`src/rtl/decode_stage.sv`:
```
// decode_stage: RV32I instruction decode with an ID/EX pipeline register.
//   CLK, RST_N            : clock, asynchronous active-low reset
//   if_valid/if_instr/if_pc : fetched instruction; stall asks fetch to hold it
//   flush                 : taken branch/jump resolved in EX, squash decode
//   rs1/rs2, rf_data1/2   : register-file read address/data
//   wb_write/wb_rd/wb_data: writeback port, optionally bypassed into operands
//   ex_*                  : registered ID/EX pipeline outputs
module decode_stage #(
    parameter bit BYPASS_EN = 1'b1
) (
    input  logic        CLK,
    input  logic        RST_N,
    input  logic        if_valid,
    input  logic [31:0] if_instr,
    input  logic [31:0] if_pc,
    output logic        stall,
    input  logic        flush,
    output logic [4:0]  rs1,
    output logic [4:0]  rs2,
    input  logic [31:0] rf_data1,
    input  logic [31:0] rf_data2,
    input  logic        wb_write,
    input  logic [4:0]  wb_rd,
    input  logic [31:0] wb_data,
    output logic        ex_valid,
    output logic [31:0] ex_pc,
    output logic [31:0] ex_op1,
    output logic [31:0] ex_op2,
    output logic [31:0] ex_imm,
    output logic [4:0]  ex_rd,
    output logic [6:0]  ex_opcode,
    output logic [2:0]  ex_funct3,
    output logic        ex_funct7b5,
    output logic        ex_reg_write,
    output logic        ex_is_load,
    output logic        ex_illegal
);

    typedef enum logic [6:0] {
        OPC_LUI    = 7'b0110111,
        OPC_AUIPC  = 7'b0010111,
        OPC_JAL    = 7'b1101111,
        OPC_JALR   = 7'b1100111,
        OPC_BRANCH = 7'b1100011,
        OPC_LOAD   = 7'b0000011,
        OPC_STORE  = 7'b0100011,
        OPC_OPIMM  = 7'b0010011,
        OPC_OP     = 7'b0110011
    } opcode_e;

    logic        ex_valid_q,     ex_valid_d;
    logic [31:0] ex_pc_q,        ex_pc_d;
    logic [31:0] ex_op1_q,       ex_op1_d;
    logic [31:0] ex_op2_q,       ex_op2_d;
    logic [31:0] ex_imm_q,       ex_imm_d;
    logic [4:0]  ex_rd_q,        ex_rd_d;
    logic [6:0]  ex_opcode_q,    ex_opcode_d;
    logic [2:0]  ex_funct3_q,    ex_funct3_d;
    logic        ex_funct7b5_q,  ex_funct7b5_d;
    logic        ex_reg_write_q, ex_reg_write_d;
    logic        ex_is_load_q,   ex_is_load_d;
    logic        ex_illegal_q,   ex_illegal_d;

    logic [6:0]  opcode;
    logic [4:0]  rd;
    logic        legal, use_rs1, use_rs2, writes_rd, is_load;
    logic [31:0] imm;
    logic        hazard;

    assign opcode = if_instr[6:0];
    assign rd     = if_instr[11:7];
    assign rs1    = if_instr[19:15];
    assign rs2    = if_instr[24:20];

    always_comb begin
        legal     = 1'b1;
        use_rs1   = 1'b0;
        use_rs2   = 1'b0;
        writes_rd = 1'b0;
        is_load   = 1'b0;
        imm       = '0;
        case (opcode)
            OPC_LUI, OPC_AUIPC: begin
                writes_rd = 1'b1;
                imm       = {if_instr[31:12], 12'b0};
            end
            OPC_JAL: begin
                writes_rd = 1'b1;
                imm       = {{11{if_instr[31]}}, if_instr[31], if_instr[19:12],
                             if_instr[20], if_instr[30:21], 1'b0};
            end
            OPC_JALR, OPC_OPIMM: begin
                writes_rd = 1'b1;
                use_rs1   = 1'b1;
                imm       = {{20{if_instr[31]}}, if_instr[31:20]};
            end
            OPC_LOAD: begin
                writes_rd = 1'b1;
                use_rs1   = 1'b1;
                is_load   = 1'b1;
                imm       = {{20{if_instr[31]}}, if_instr[31:20]};
            end
            OPC_BRANCH: begin
                use_rs1 = 1'b1;
                use_rs2 = 1'b1;
                imm     = {{19{if_instr[31]}}, if_instr[31], if_instr[7],
                           if_instr[30:25], if_instr[11:8], 1'b0};
            end
            OPC_STORE: begin
                use_rs1 = 1'b1;
                use_rs2 = 1'b1;
                imm     = {{20{if_instr[31]}}, if_instr[31:25], if_instr[11:7]};
            end
            OPC_OP: begin
                writes_rd = 1'b1;
                use_rs1   = 1'b1;
                use_rs2   = 1'b1;
            end
            default: legal = 1'b0;
        endcase
    end

    // Load in EX whose result is needed by the instruction in decode; a
    // flush squashes decode anyway, so it suppresses the stall.
    assign hazard = ex_valid_q && ex_is_load_q && (ex_rd_q != 5'd0) && if_valid &&
                    ((use_rs1 && (ex_rd_q == rs1)) || (use_rs2 && (ex_rd_q == rs2)));
    assign stall  = hazard && !flush;

    always_comb begin
        ex_pc_d        = if_pc;
        ex_imm_d       = imm;
        ex_rd_d        = rd;
        ex_opcode_d    = opcode;
        ex_funct3_d    = if_instr[14:12];
        ex_funct7b5_d  = if_instr[30];
        ex_op1_d       = rf_data1;
        ex_op2_d       = rf_data2;
        if (BYPASS_EN && wb_write && (wb_rd != 5'd0) && (wb_rd == rs1)) ex_op1_d = wb_data;
        if (BYPASS_EN && wb_write && (wb_rd != 5'd0) && (wb_rd == rs2)) ex_op2_d = wb_data;
        ex_valid_d     = 1'b0;
        ex_reg_write_d = 1'b0;
        ex_is_load_d   = 1'b0;
        ex_illegal_d   = 1'b0;
        if (if_valid && !flush && !stall) begin
            ex_valid_d     = 1'b1;
            ex_reg_write_d = legal && writes_rd && (rd != 5'd0);
            ex_is_load_d   = is_load;
            ex_illegal_d   = !legal;
        end
    end

    always_ff @(posedge CLK or negedge RST_N) begin
        if (!RST_N) begin
            ex_valid_q     <= 1'b0;
            ex_pc_q        <= '0;
            ex_op1_q       <= '0;
            ex_op2_q       <= '0;
            ex_imm_q       <= '0;
            ex_rd_q        <= '0;
            ex_opcode_q    <= '0;
            ex_funct3_q    <= '0;
            ex_funct7b5_q  <= 1'b0;
            ex_reg_write_q <= 1'b0;
            ex_is_load_q   <= 1'b0;
            ex_illegal_q   <= 1'b0;
        end else begin
            ex_valid_q     <= ex_valid_d;
            ex_pc_q        <= ex_pc_d;
            ex_op1_q       <= ex_op1_d;
            ex_op2_q       <= ex_op2_d;
            ex_imm_q       <= ex_imm_d;
            ex_rd_q        <= ex_rd_d;
            ex_opcode_q    <= ex_opcode_d;
            ex_funct3_q    <= ex_funct3_d;
            ex_funct7b5_q  <= ex_funct7b5_d;
            ex_reg_write_q <= ex_reg_write_d;
            ex_is_load_q   <= ex_is_load_d;
            ex_illegal_q   <= ex_illegal_d;
        end
    end

    assign ex_valid     = ex_valid_q;
    assign ex_pc        = ex_pc_q;
    assign ex_op1       = ex_op1_q;
    assign ex_op2       = ex_op2_q;
    assign ex_imm       = ex_imm_q;
    assign ex_rd        = ex_rd_q;
    assign ex_opcode    = ex_opcode_q;
    assign ex_funct3    = ex_funct3_q;
    assign ex_funct7b5  = ex_funct7b5_q;
    assign ex_reg_write = ex_reg_write_q;
    assign ex_is_load   = ex_is_load_q;
    assign ex_illegal   = ex_illegal_q;

endmodule

```
`config.mk`:
```
export PLATFORM = sky130hd
export DESIGN_NAME = decode_stage
export DESIGN_NICKNAME = d
export VERILOG_FILES = /design/src/rtl/decode_stage.sv
export SDC_FILE = /design/constraint.sdc
export NUM_CORES = 1
export LEC_CHECK = 0
export ABC_AREA = 1
export CORE_MARGIN = 2
export CORE_UTILIZATION = 30
export CTS_CLUSTER_DIAMETER = 100
export CTS_CLUSTER_SIZE = 25
export DETAILED_ROUTE_END_ITERATION = 10
export PLACE_DENSITY = 0.66
export REMOVE_ABC_BUFFERS = 1
export SLEW_MARGIN = 20
export SYNTH_ARGS = -nofsm -noshare
export SYNTH_HDL_FRONTEND = slang
export SYNTH_SLANG_ARGS = --single-unit
```
`constraint.sdc`:
```
create_clock -name CLK -period 2.1 [get_ports CLK]
set_input_delay 0.42 -clock CLK [delete_from_list [all_inputs] [get_ports CLK]]
set_output_delay 0.42 -clock CLK [all_outputs]
set_load 0.02 [all_outputs]
```
==> flow_summary_export.csv <==
group,metric,value,unit
timing,finalSetupViolations,0,
synthesis,synth.avg_cell_area,11.2,um2
detailed_routing,viasPerCell,4.19,
synthesis,synthCells,511,
floorplan,rows,50,
timing,max_clock_freq,0.482,GHz
setup_path,cp-startpoint,"if_instr[21]",
detailed_routing,drcViolationCount,0,
synthesis,synth_area,5710,um2
floorplan,dieHeight,142,um
cells_and_area,fillers,1655,
run_status,status,"complete, no violations",
timing,fin_tns_setup,0,ps
detailed_routing,vias,4716,
timing,min_period,2080,ps
clock_network,htreeDepth,4,
grt,grt-ovfl-total,0,
clock_network,path_clk_slew,60,ps
place,place_ws,-628,ps
synthesis,synth-seq-cells,148,
detailed_routing,ant_nets,0,
setup_path,rrSetupSlack,740,ps
floorplan,core-area,18700,um2
detailed_routing,drt-initial-drc-count,182,
timing,clock_skew,3.97,ps
grt,grt_pass1_wl,27.1,mm
detailed_routing,wl,17.5,mm
clock_network,post-cts-setup-buffer-count,0,
floorplan,die_w,142,um
detailed_routing,routedWlPerCell,15.5,um
synthesis,ys_types,26,
setup_path,r2r_end,"ex_is_load",
synthesis,yosysTopAreaCell,"dfrtp_1",
timing,fin_ws,23.8,ps
grt,grt_usage,17.7,%
timing,max_slew_margin,66.5,%
timing,grt_setup_unrepaired,"yes",
timing,slew_viol_final,0,
place,port_buffers,328,
job,maxCapViolCount,0,
clock_network,cts_tree,"built",
place,gp_congestion,0.823,
timing,holdWs,203,ps
clock_network,cts_made_buffers,17,
grt,grt_pass1_vias,4858,
place,hpwlAfterDp,13.8,mm
setup_path,worstSetupPathType,"in -> out",
setup_path,endpoint_kind,"output port",
setup_path,crit_fanout,3,
floorplan,start_util,30.5,%
cells_and_area,num_antenna_cells,0,
setup_path,r2r_start,"ex_rd[0]",
clock_network,clk_latency,410,ps
setup_path,critPathCapture,"rs2[1]",
pwr,power_leakage,4.81,nW
hold_path,hold_class,"in -> reg",
clock_network,clock_path_buffers,2,
synthesis,yosys_warnings,0,
detailed_routing,first_pass_iters,4,
setup_path,required,1680,ps
cells_and_area,layout.nets,1048,
synthesis,yosysTopAreaCellShare,64.9,%
synthesis,ys_seq_area_share,64.9,%
grt,grt_max_degree,49,
timing,tightest_slew,501,ps
timing,fin_crit_sh,98.9,%
timing,report.final.hold_viol_count,0,
setup_path,crit_arrival,1660,ps
cells_and_area,syn_to_final_growth,76.4,%
pwr,powerDensity,721,nW/um2
floorplan,dieArea,20100,um2
setup_path,cp-start-kind,"input port",
clock_network,cts.sinks,148,
synthesis,synthTopCellsByArea,"dfrtp_1 (65%), o21ai_2 (8.6%), nand2_1 (8.0%)",
floorplan,num_io_pins,329,
cells_and_area,drive_above_1_share,17.8,%
setup_path,reg2reg_depth,7,
grt,antenna_found_initial,0,
clock_network,cts-root-buf,"clkbuf_16",
pwr,peakVddDrop,0.486,mV
-- flip-flops by register name, indices dropped and copies added (netlist names) --
| signal | count |
|---|---|
| ex_illegal | 1 |
| ex_opcode | 7 |
| ex_reg_write | 1 |
| ex_funct3 | 3 |
| ex_is_load | 1 |
| ex_op2 | 32 |
| ex_valid | 1 |
| ex_funct7b5 | 1 |
| ex_op1 | 32 |
| ex_pc | 32 |
| ex_rd | 5 |
| ex_imm | 32 |
-- cells in the final DEF, fill, tap and decap left out, drive strengths merged --
master           n
a21oi            2
a22o             1
buf             46
bufinv           1
clkbuf          17
clkdlybuf4s50  309
clkinv           5
clkinvlp         2
dfrtp          148
dlygate4sd2     10
dlygate4sd3      1
dlymetal6s2s     7
inv             74
nand2          127
nand3           10
nor2            32
nor3             3
o2111ai          1
o21ai           69
o22ai           11
xnor2            5
xor2            10
-- cell families after synthesis --
logic type | share of synthesized area [%]
AO/OA/AOI/OAI | 11.9
flip-flops | 64.9
XOR/XNOR | 2.30
buffers and inverters | 8.42
AND/OR/NAND/NOR | 12.5
-- synth_stat cells (all sizes together) --
master,instances
clkbuf,2
o2111ai,1
nand3,10
buf,23
nand2,127
a22o,1
nor3,3
nor2,32
a21oi,2
dfrtp,148
o21ai,69
xor2,10
inv,67
xnor2,5
o22ai,11
-- worst min path at each step --
stage | start | end | slack, ps | cells past startpoint
2_1_floorplan | RST_N | ex_funct3[0] | 120 | 0
3_3_place_gp | RST_N | ex_funct3[2] | 390 | 1
3_5_place_dp | RST_N | ex_imm[13] | 410 | 1
4_1_cts | if_instr[1] | ex_opcode[1] | 250 | 1
5_1_grt | if_instr[4] | ex_opcode[4] | 200 | 1
6_report | if_instr[4] | ex_opcode[4] | 200 | 1
-- per-layer routing --
metal  global-route usage (%)  share of wire, %  vias to the layer above  wire length (um)
met1                     21.6                40                     2182              6970
li1                         -                 -                     2321                 -
met3                     5.80               8.7                       12              1520
met2                     30.4                51                      201              8840
met5                        0                 0                        -                 0
met4                     4.42              0.93                        0               163
-- where the power goes --
part / switching (W) / internal [W]
combinational: 0.000559 / 0.000650
sequential: 0.0000447 / 0.00299
clock: 0.00133 / 0.00169
-- worst max-delay path, stage by stage --
cell	delay (ps)
clkdlybuf4s50_1	510
buf_4	140
clkdlybuf4s50_1	590
-- per-stage QoR --
stage | std cells | cell area (um2) | util, % | power, W
global placement | 1092 | 9450 | 50.5 | 0.00430
detailed placement | 1092 | 9450 | 50.5 | 0.00431
global route | 1125 | 10100 | 53.8 | 0.00759
CTS | 1125 | 10000 | 53.7 | 0.00736
finish | 1125 | 10100 | 53.8 | 0.00726
floorplan | 486 | 5480 | - | 0.00348
-- final cells by class --
type                       count  area (um2)  share of cell area (%)
clock buffer                  17         425                    4.23
clock inverter                15         166                    1.65
inverter                      67         251                    2.50
multi-input combinational    271        1530                    15.2
sequential                   148        3710                    36.8
tap                          234         293                    2.91
timing repair buffer         373        3690                    36.7
-- repair_timing --
item / CTS / global route
gates resized for setup: 20 / 11
endpoints found under the hold margin: 43 / 0
hold buffers: 1 / 0
setup endpoints to repair: 5 / 3
pin swaps: 4 / 3
gates cloned: 0 / 0
Note: power is estimated with default switching activity, not from simulation.
